===== src/rtl/sign_mag_acc_ctrl.sv =====
// Batch accumulator for sign-magnitude operands: a length-tagged start opens a batch, operands
// stream in over valid/ready, and the sum plus a sticky overflow flag are offered on a result port.
module sign_mag_acc_ctrl #(
  parameter int unsigned N     = 8,
  parameter int unsigned CNT_W = 4
) (
  input  logic             clk,
  input  logic             reset,
  input  logic             start,
  input  logic [CNT_W-1:0] len,
  output logic             busy,
  input  logic [N-1:0]     in_data,
  input  logic             in_valid,
  output logic             in_ready,
  output logic [N-1:0]     out_sum,
  output logic             out_ovf,
  output logic             out_valid,
  input  logic             out_ready
);

  localparam int unsigned M = N - 1;

  localparam logic [1:0] StIdle = 2'd0;
  localparam logic [1:0] StAcc  = 2'd1;
  localparam logic [1:0] StHold = 2'd2;

  logic [1:0]       state_q, state_d;
  logic [N-1:0]     acc_q, acc_d;
  logic             ovf_q, ovf_d;
  logic [CNT_W-1:0] rem_q, rem_d;

  logic         a_sgn, b_sgn, res_sgn, carry;
  logic [M-1:0] a_mag, b_mag, res_mag;
  logic [M:0]   mag_sum;

  assign a_sgn   = acc_q[N-1];
  assign a_mag   = acc_q[M-1:0];
  assign b_sgn   = in_data[N-1];
  assign b_mag   = in_data[M-1:0];
  assign mag_sum = {1'b0, a_mag} + {1'b0, b_mag};

  // smadd(acc, in_data); a zero magnitude is always forced positive so -0 never escapes.
  always_comb begin
    res_sgn = 1'b0;
    res_mag = '0;
    carry   = 1'b0;
    if (a_sgn == b_sgn) begin
      res_mag = mag_sum[M-1:0];
      carry   = mag_sum[M];
      res_sgn = a_sgn;
    end else if (a_mag > b_mag) begin
      res_mag = a_mag - b_mag;
      res_sgn = a_sgn;
    end else begin
      res_mag = b_mag - a_mag;
      res_sgn = b_sgn;
    end
    if (res_mag == '0) begin
      res_sgn = 1'b0;
    end
  end

  always_comb begin
    state_d = state_q;
    acc_d   = acc_q;
    ovf_d   = ovf_q;
    rem_d   = rem_q;
    case (state_q)
      StIdle: begin
        if (start) begin
          acc_d = '0;
          ovf_d = 1'b0;
          if (len != '0) begin
            rem_d   = len;
            state_d = StAcc;
          end else begin
            state_d = StHold;
          end
        end
      end
      StAcc: begin
        if (in_valid) begin
          acc_d = {res_sgn, res_mag};
          ovf_d = ovf_q | carry;
          rem_d = rem_q - CNT_W'(1);
          if (rem_q == CNT_W'(1)) begin
            state_d = StHold;
          end
        end
      end
      StHold: begin
        if (out_ready) begin
          state_d = StIdle;
        end
      end
      default: state_d = StIdle;
    endcase
  end

  always_ff @(posedge clk or posedge reset) begin
    if (reset) begin
      state_q <= StIdle;
      acc_q   <= '0;
      ovf_q   <= 1'b0;
      rem_q   <= '0;
    end else begin
      state_q <= state_d;
      acc_q   <= acc_d;
      ovf_q   <= ovf_d;
      rem_q   <= rem_d;
    end
  end

  assign in_ready  = (state_q == StAcc);
  assign out_valid = (state_q == StHold);
  assign busy      = (state_q != StIdle);
  assign out_sum   = acc_q;
  assign out_ovf   = ovf_q;

endmodule


===== config.mk =====
export PLATFORM = sky130hd
export DESIGN_NAME = sign_mag_acc_ctrl
export DESIGN_NICKNAME = d
export VERILOG_FILES = /design/src/rtl/sign_mag_acc_ctrl.sv
export SDC_FILE = /design/constraint.sdc
export NUM_CORES = 1
export LEC_CHECK = 0
export CORE_UTILIZATION = 54
export DETAILED_ROUTE_END_ITERATION = 10
export GPL_TIMING_DRIVEN = 0
export HOLD_SLACK_MARGIN = 0.12
export PLACE_DENSITY_LB_ADDON = 0.1
export REMOVE_ABC_BUFFERS = 1
export SLEW_MARGIN = 20
export SYNTH_ARGS = -nofsm -noshare
export SYNTH_HDL_FRONTEND = slang
export SYNTH_SLANG_ARGS = --single-unit

===== constraint.sdc =====
create_clock -name clk -period 3.57 [get_ports clk]
set_input_delay 0.714 -clock clk [delete_from_list [all_inputs] [get_ports clk]]
set_output_delay 0.714 -clock clk [all_outputs]
set_load 0.01 [all_outputs]

* Yosys cells after proc, flatten, opt, wreduce, memory -nomap -nowiden
Cells that the tools add are included.
** Word-level totals
- Logic and storage cells :: 53
- Flip-flop bits (word level) :: 15
** Cells by class
- Add/sub/neg operators :: 4
- $lt $le $gt $ge :: 1
- Reductions and logical operators :: 9
- Muxes and demuxes :: 22
- Bitwise gates (word level) :: 1
- Equality and inequality tests :: 11
** Operators by type and width (number)
- 8-bit 2-to-1 mux :: 2
- 8-bit case mux with 2 select lines :: 1
- 7-bit 2-to-1 mux :: 2
- 7-bit subtractor :: 2
- 4-bit 2-to-1 mux :: 3
- 2-bit 2-to-1 mux :: 5
- 7-bit by 7-bit adder with 8-bit output :: 1
- 4-bit case mux with 2 select lines :: 1
- 4-bit AND reduction :: 2
- 7-bit > comparator :: 1
- 7-bit logical NOT :: 1
- 1-bit 2-to-1 mux :: 6
- 2-bit != test, second input constant :: 3
- 3-bit by 2-bit != test with 1-bit output, second input constant :: 2
- 2-bit case mux with 3 select lines :: 1
- 5-bit AND reduction :: 1
- 4-bit by 1-bit == test with 1-bit output, second input constant :: 1
- 2-bit by 1-bit != test with 1-bit output, second input constant :: 2
- 2-bit nonzero test :: 2
- 4-bit nonzero test :: 1
- 4-bit by 1-bit subtractor with 4-bit output, second input constant :: 1
- 3-bit AND reduction :: 1
- 2-bit by 1-bit == test with 1-bit output, second input constant :: 1
- 2-bit == test, second input constant :: 1
- other kinds (4) :: 4

* Logic depth before layout (Yosys ltp)
- Word-level depth :: 7
- Gate-level depth with buffers :: 12
- Gate-level depth less buffers :: 12

* Worst setup path after synthesis
No wires, ideal clock.
- Path kind :: input port to flip-flop
- Start point :: input in_data[4]
- End point :: register acc_q[7], in the netlist out_sum[7]
- Required time :: 3429 ps
- Slack :: 696 ps
- Cell stages on the path :: 11
- Arrival :: 2733 ps
- Buffers on the path :: 1
- Cell sequence :: inv_1 > ha_1 > buf_6 > and2_4 > a221o_1 > o211ai_2 > a21oi_4 > mux2_1 > o21ai_1 > xor2_1 > a41oi_1
** Between the ends
- Word-level cells in the longest chain between the ends :: 7
- Elaborated cells between the ends (all ways) :: 13
- Those cells by class :: 3 x add/sub; 1 x order compare; 2 x eq/ne; 5 x mux; 2 x reduce/logical
** Ends and longest elaborated chain
- start, declared :: line 12 : input logic [N-1:0] in_data,
- 7-bit subtractor, or another cell as far along :: line 55 : res_mag = b_mag - a_mag;
- 7-bit 2-to-1 mux :: line 51 : end else if (a_mag > b_mag) begin
- 7-bit 2-to-1 mux :: line 47 : if (a_sgn == b_sgn) begin
- 7-bit logical NOT :: line 58 : if (res_mag == '0) begin
- 1-bit 2-to-1 mux :: line 58
- 8-bit 2-to-1 mux :: line 82 : if (in_valid) begin
- 8-bit case mux with 2 select lines :: line 68 : case (state_q)
- end signal, assigned :: line 103 : acc_q <= '0;
- end signal, assigned :: line 108 : acc_q <= acc_d;
- end, declared :: line 28 : logic [N-1:0] acc_q, acc_d;
Several ways; a longest one is shown, not always the timed one. The select of a mux whose other input is x is not followed.
A chain may end at the register's enable or synchronous reset.

* Worst setup path in the final report
Ends and elaborated chain as after synthesis.

==> summary.txt <==
Timing
  • Skew final: ~0.0017 ns
  • RSZ-0062 raised after global routing: false
  • Least-Margin Pin Slew: between 0.7 and 0.8 ns
  • Fmax: 289 MHz
  • # setup viols final: 0
  • Max-slew violation count: 0
  • Final min period: 3.47 ns
  • Final period utilization: 97.1%
  • Relative slew margins: around 53%
  • Fin. Hold Viols: 0

Clocking
  • Buffer depth of the longest clock path: 2
  • CTS clock-pin slew for the worst setup and hold paths: approximately 0.080 ns
  • Root Driver: clkbuf_4
  • TritonCTS clock tree: done
  • Sink Count: 15
  • Worst-Skew Late Latency: 0.27 ns
  • Number of H-tree levels: 1
  • CTS Buf Count: 3

Cells and area
  • Final Core Density: 71.6%
  • NumNets Final: 285
  • Area growth syn-to-layout: 21.3%
  • Design Area, Final: 0.00206 mm2
  • Fraction of layout cells with a size suffix above 1: 5.46%
  • ANT cells: 0

Min path
  • Hold path startpoint: state_q[1]
  • Hold Crit Depth: 1
  • Hold EP: state_q[1]
  • Worst hold path type: flip-flop to flip-flop

GRT
  • Pin count of the biggest net entering global routing: 16
  • Total Routing Usage GR: 25.4%
  • Grt ovf: 0
  • Initial antenna violation count: 0
  • Vias in the first global route: 1601
  • Global-route wire length before repair: roughly 6.8 mm

Power
  • Clock network power share: 6.4%
  • Power share of the sequential group: between 20% and 30%
  • Max VDD drop: 0.000606 V
  • Net Sw Frac: 49.6%
  • Cell Int Power: 0.739 mW
  • Lkg Pwr: about 0.93 nW
  • Pwr Total: 1.47 mW
  • PD cells: 712 mW/mm2
  • Logic pwr share: between 70% and 80%
  • Net Switching: around 0.73 mW

Placed design
  • IO buf count: 28
  • Area after DPL: 0.00200 mm2
  • DP HPWL: about 3.2 mm
  • Gpl congestion: approximately 0.85

Drt
  • Final WL: slightly above 4 mm
  • DRT iter0 DRCs: 114
  • Drt first pass iters: 5
  • Vias: 1653
  • Met1 Wirelength: 1.69 mm
  • WL met2: 2.13 mm
  • Remaining DRCs: 0
  • Final antenna-violating net count: 0
  • Top Layer Used: met4
  • Routed length per instance: about 14 um
  • Vias per inst: 5.90
  • Met3 routed WL: around 190 um

Critical path
  • Reg2Reg Depth: 9
  • Endpoint class of the critical path: flip-flop
  • Setup slack, reg-to-reg: 0.65 ns
  • CP required: around 3.7 ns
  • CP delay by family, top: compound AO/OA/AOI/OAI gates
  • Setup crit start kind: input port
  • FF-to-FF End: out_sum[7]
  • Critical Path AT: 3.60 ns
  • CP max stage delay: 0.52 ns
  • Slowest CP cell: clkdlybuf4s50_1
  • Highest net fanout along the worst path: 10
  • Worst path cell trace: clkdlybuf4s50_1 > inv_1 > ha_2 > and2_4 > a221o_1 > o211ai_2 > a21oi_4 > mux2_1 > o21ai_1 > xor2_1 > a41oi_1
  • Worst Setup SP: in_data[4]
  • RR Startpoint: out_sum[4]
  • Worst Setup Path Type: input port to flip-flop
  • Buffer and inverter count on the worst path: 2

Synthesis
  • Top_reg_cell synth: dfrtp_1
  • Post-Syn Area: 0.00170 mm2
  • Avg Synthesized Cell Area: 8.05 um2
  • Seq cells post-synth: 15
  • Post-synth EDFFs: 0
  • Main combinational cell family by area after synthesis: compound AO/OA/AOI/OAI gates
  • Synth warn: 0
  • Mux cell area share after synthesis: between 2 and 2.5%
  • Simple-Gate Fraction of Synth Area: 21.2%
  • Synth cell types: 43
  • Post-Synth Adder-Cell Area: 22.7%
  • Ys async rst share: 100%
  • Sequential fraction of the synthesis area: 22.1%
  • Cells after Synth: 211
  • Post-synthesis xor/xnor area fraction: 1.55%
  • Synth Area in Compound Gates: 22.9%

Floorplanning
  • I/O pin total: 29
  • Die ar.: 0.00337 mm2
  • Die H: 58.1 um
  • Die width: 58.1 um
  • Rows: 19
  • Starting Density: 59.0%
  • Core area: 0.00288 mm2

Status
  • Status: finished clean

Run
  • Maxcap violations: 0
[sequential cells by signal, indices dropped and copies added, names as in the netlist]
name	count
out_sum	8
state_q	2
rem_q	4
out_ovf	1
[cell usage after synthesis, drive strengths merged, types with 2 or more instances]
master | n | area share, %
nor3b | 2 | 0.88
a221o | 2 | 1.2
o21bai | 3 | 1.3
dfrtp | 15 | 22
nand3 | 7 | 2.1
nor3 | 6 | 1.8
o31ai | 4 | 1.8
a32o | 3 | 1.8
mux2i | 3 | 1.8
a21o | 2 | 0.88
inv | 23 | 5.1
and2 | 3 | 1.3
nand2 | 19 | 4.2
nor4 | 5 | 2.2
clkbuf | 6 | 1.3
nor2 | 11 | 2.4
fa | 3 | 3.5
a21oi | 24 | 7.7
ha | 26 | 19
o21ai | 14 | 4.1
nor2b | 4 | 1.5
xor2 | 2 | 1.0
nand2b | 6 | 2.2
or3 | 3 | 1.1
[power by group through the flow]
stage                     sequential [mW]  clock [mW]  combinational [mW]
final                               0.332      0.0934                1.04
after detailed placement            0.333           0               0.996
after global routing                0.341       0.100                1.15
after global placement              0.328           0               0.956
after CTS                           0.329      0.0945                1.00
after floorplan                     0.331           0               0.668
[per-layer routing]
metal	track usage, %	vias up
met2	48.4	62
met1	30.6	788
li1	-	795
met5	0	-
met4	6.80	0
met3	1.56	8
[final cells by class]
cell class	instances	area [um2]
clock buffer	4	26.3
fill	249	817
inverter	23	86.3
multi-input combinational	167	1230
sequential	15	375
tap	42	52.6
timing repair buffer	29	290
[layout by cell type, fill, tap and decap left out, drive strengths merged, types with 5 or more instances in the layout]
master,instances
a21oi,25
clkdlybuf4s50,27
dfrtp,15
ha,26
inv,23
nand2,19
nand2b,6
nand3,7
nor2,11
nor3,6
nor4,5
o21ai,14
[worst max-delay path by stage]
stage	to	slack, ns	cells after the start
final	out_sum[7]	0.10	11
after global routing	out_sum[7]	0.03	11
after CTS	out_sum[7]	0.07	11
after detailed placement	out_sum[7]	-0.21	11
after global placement	out_sum[7]	-0.10	11
after floorplan	out_sum[7]	0.69	10
[kinds of logic after synthesis]
kind of cell,Yosys count
AO/OA/AOI/OAI,60
XOR/XNOR,3
adder cells (fa/ha/maj),29
buffers and inverters,30
flip-flops,15
multiplexers,4
AND/OR/NAND/NOR,70
[stage by stage]
stage | setup TNS (ns) | setup WS (ns) | hold slack, ns | std cells
3_3_place_gp | -0.155 | -0.104 | 0.494 | 274
2_1_floorplan | 0 | 0.693 | 0.461 | 204
5_1_grt | 0 | 0.0349 | 0.553 | 280
6_report | 0 | 0.104 | 0.526 | 280
4_1_cts | 0 | 0.0744 | 0.527 | 278
3_5_place_dp | -0.379 | -0.209 | 0.510 | 274
[what timing repair did]
item                                    CTS  global route
hold buffers                              0             0
endpoints found under the setup margin    0             2
setup buffers                             0             1
gates resized for setup                   0             4
Power figures use the tool's default switching activity.
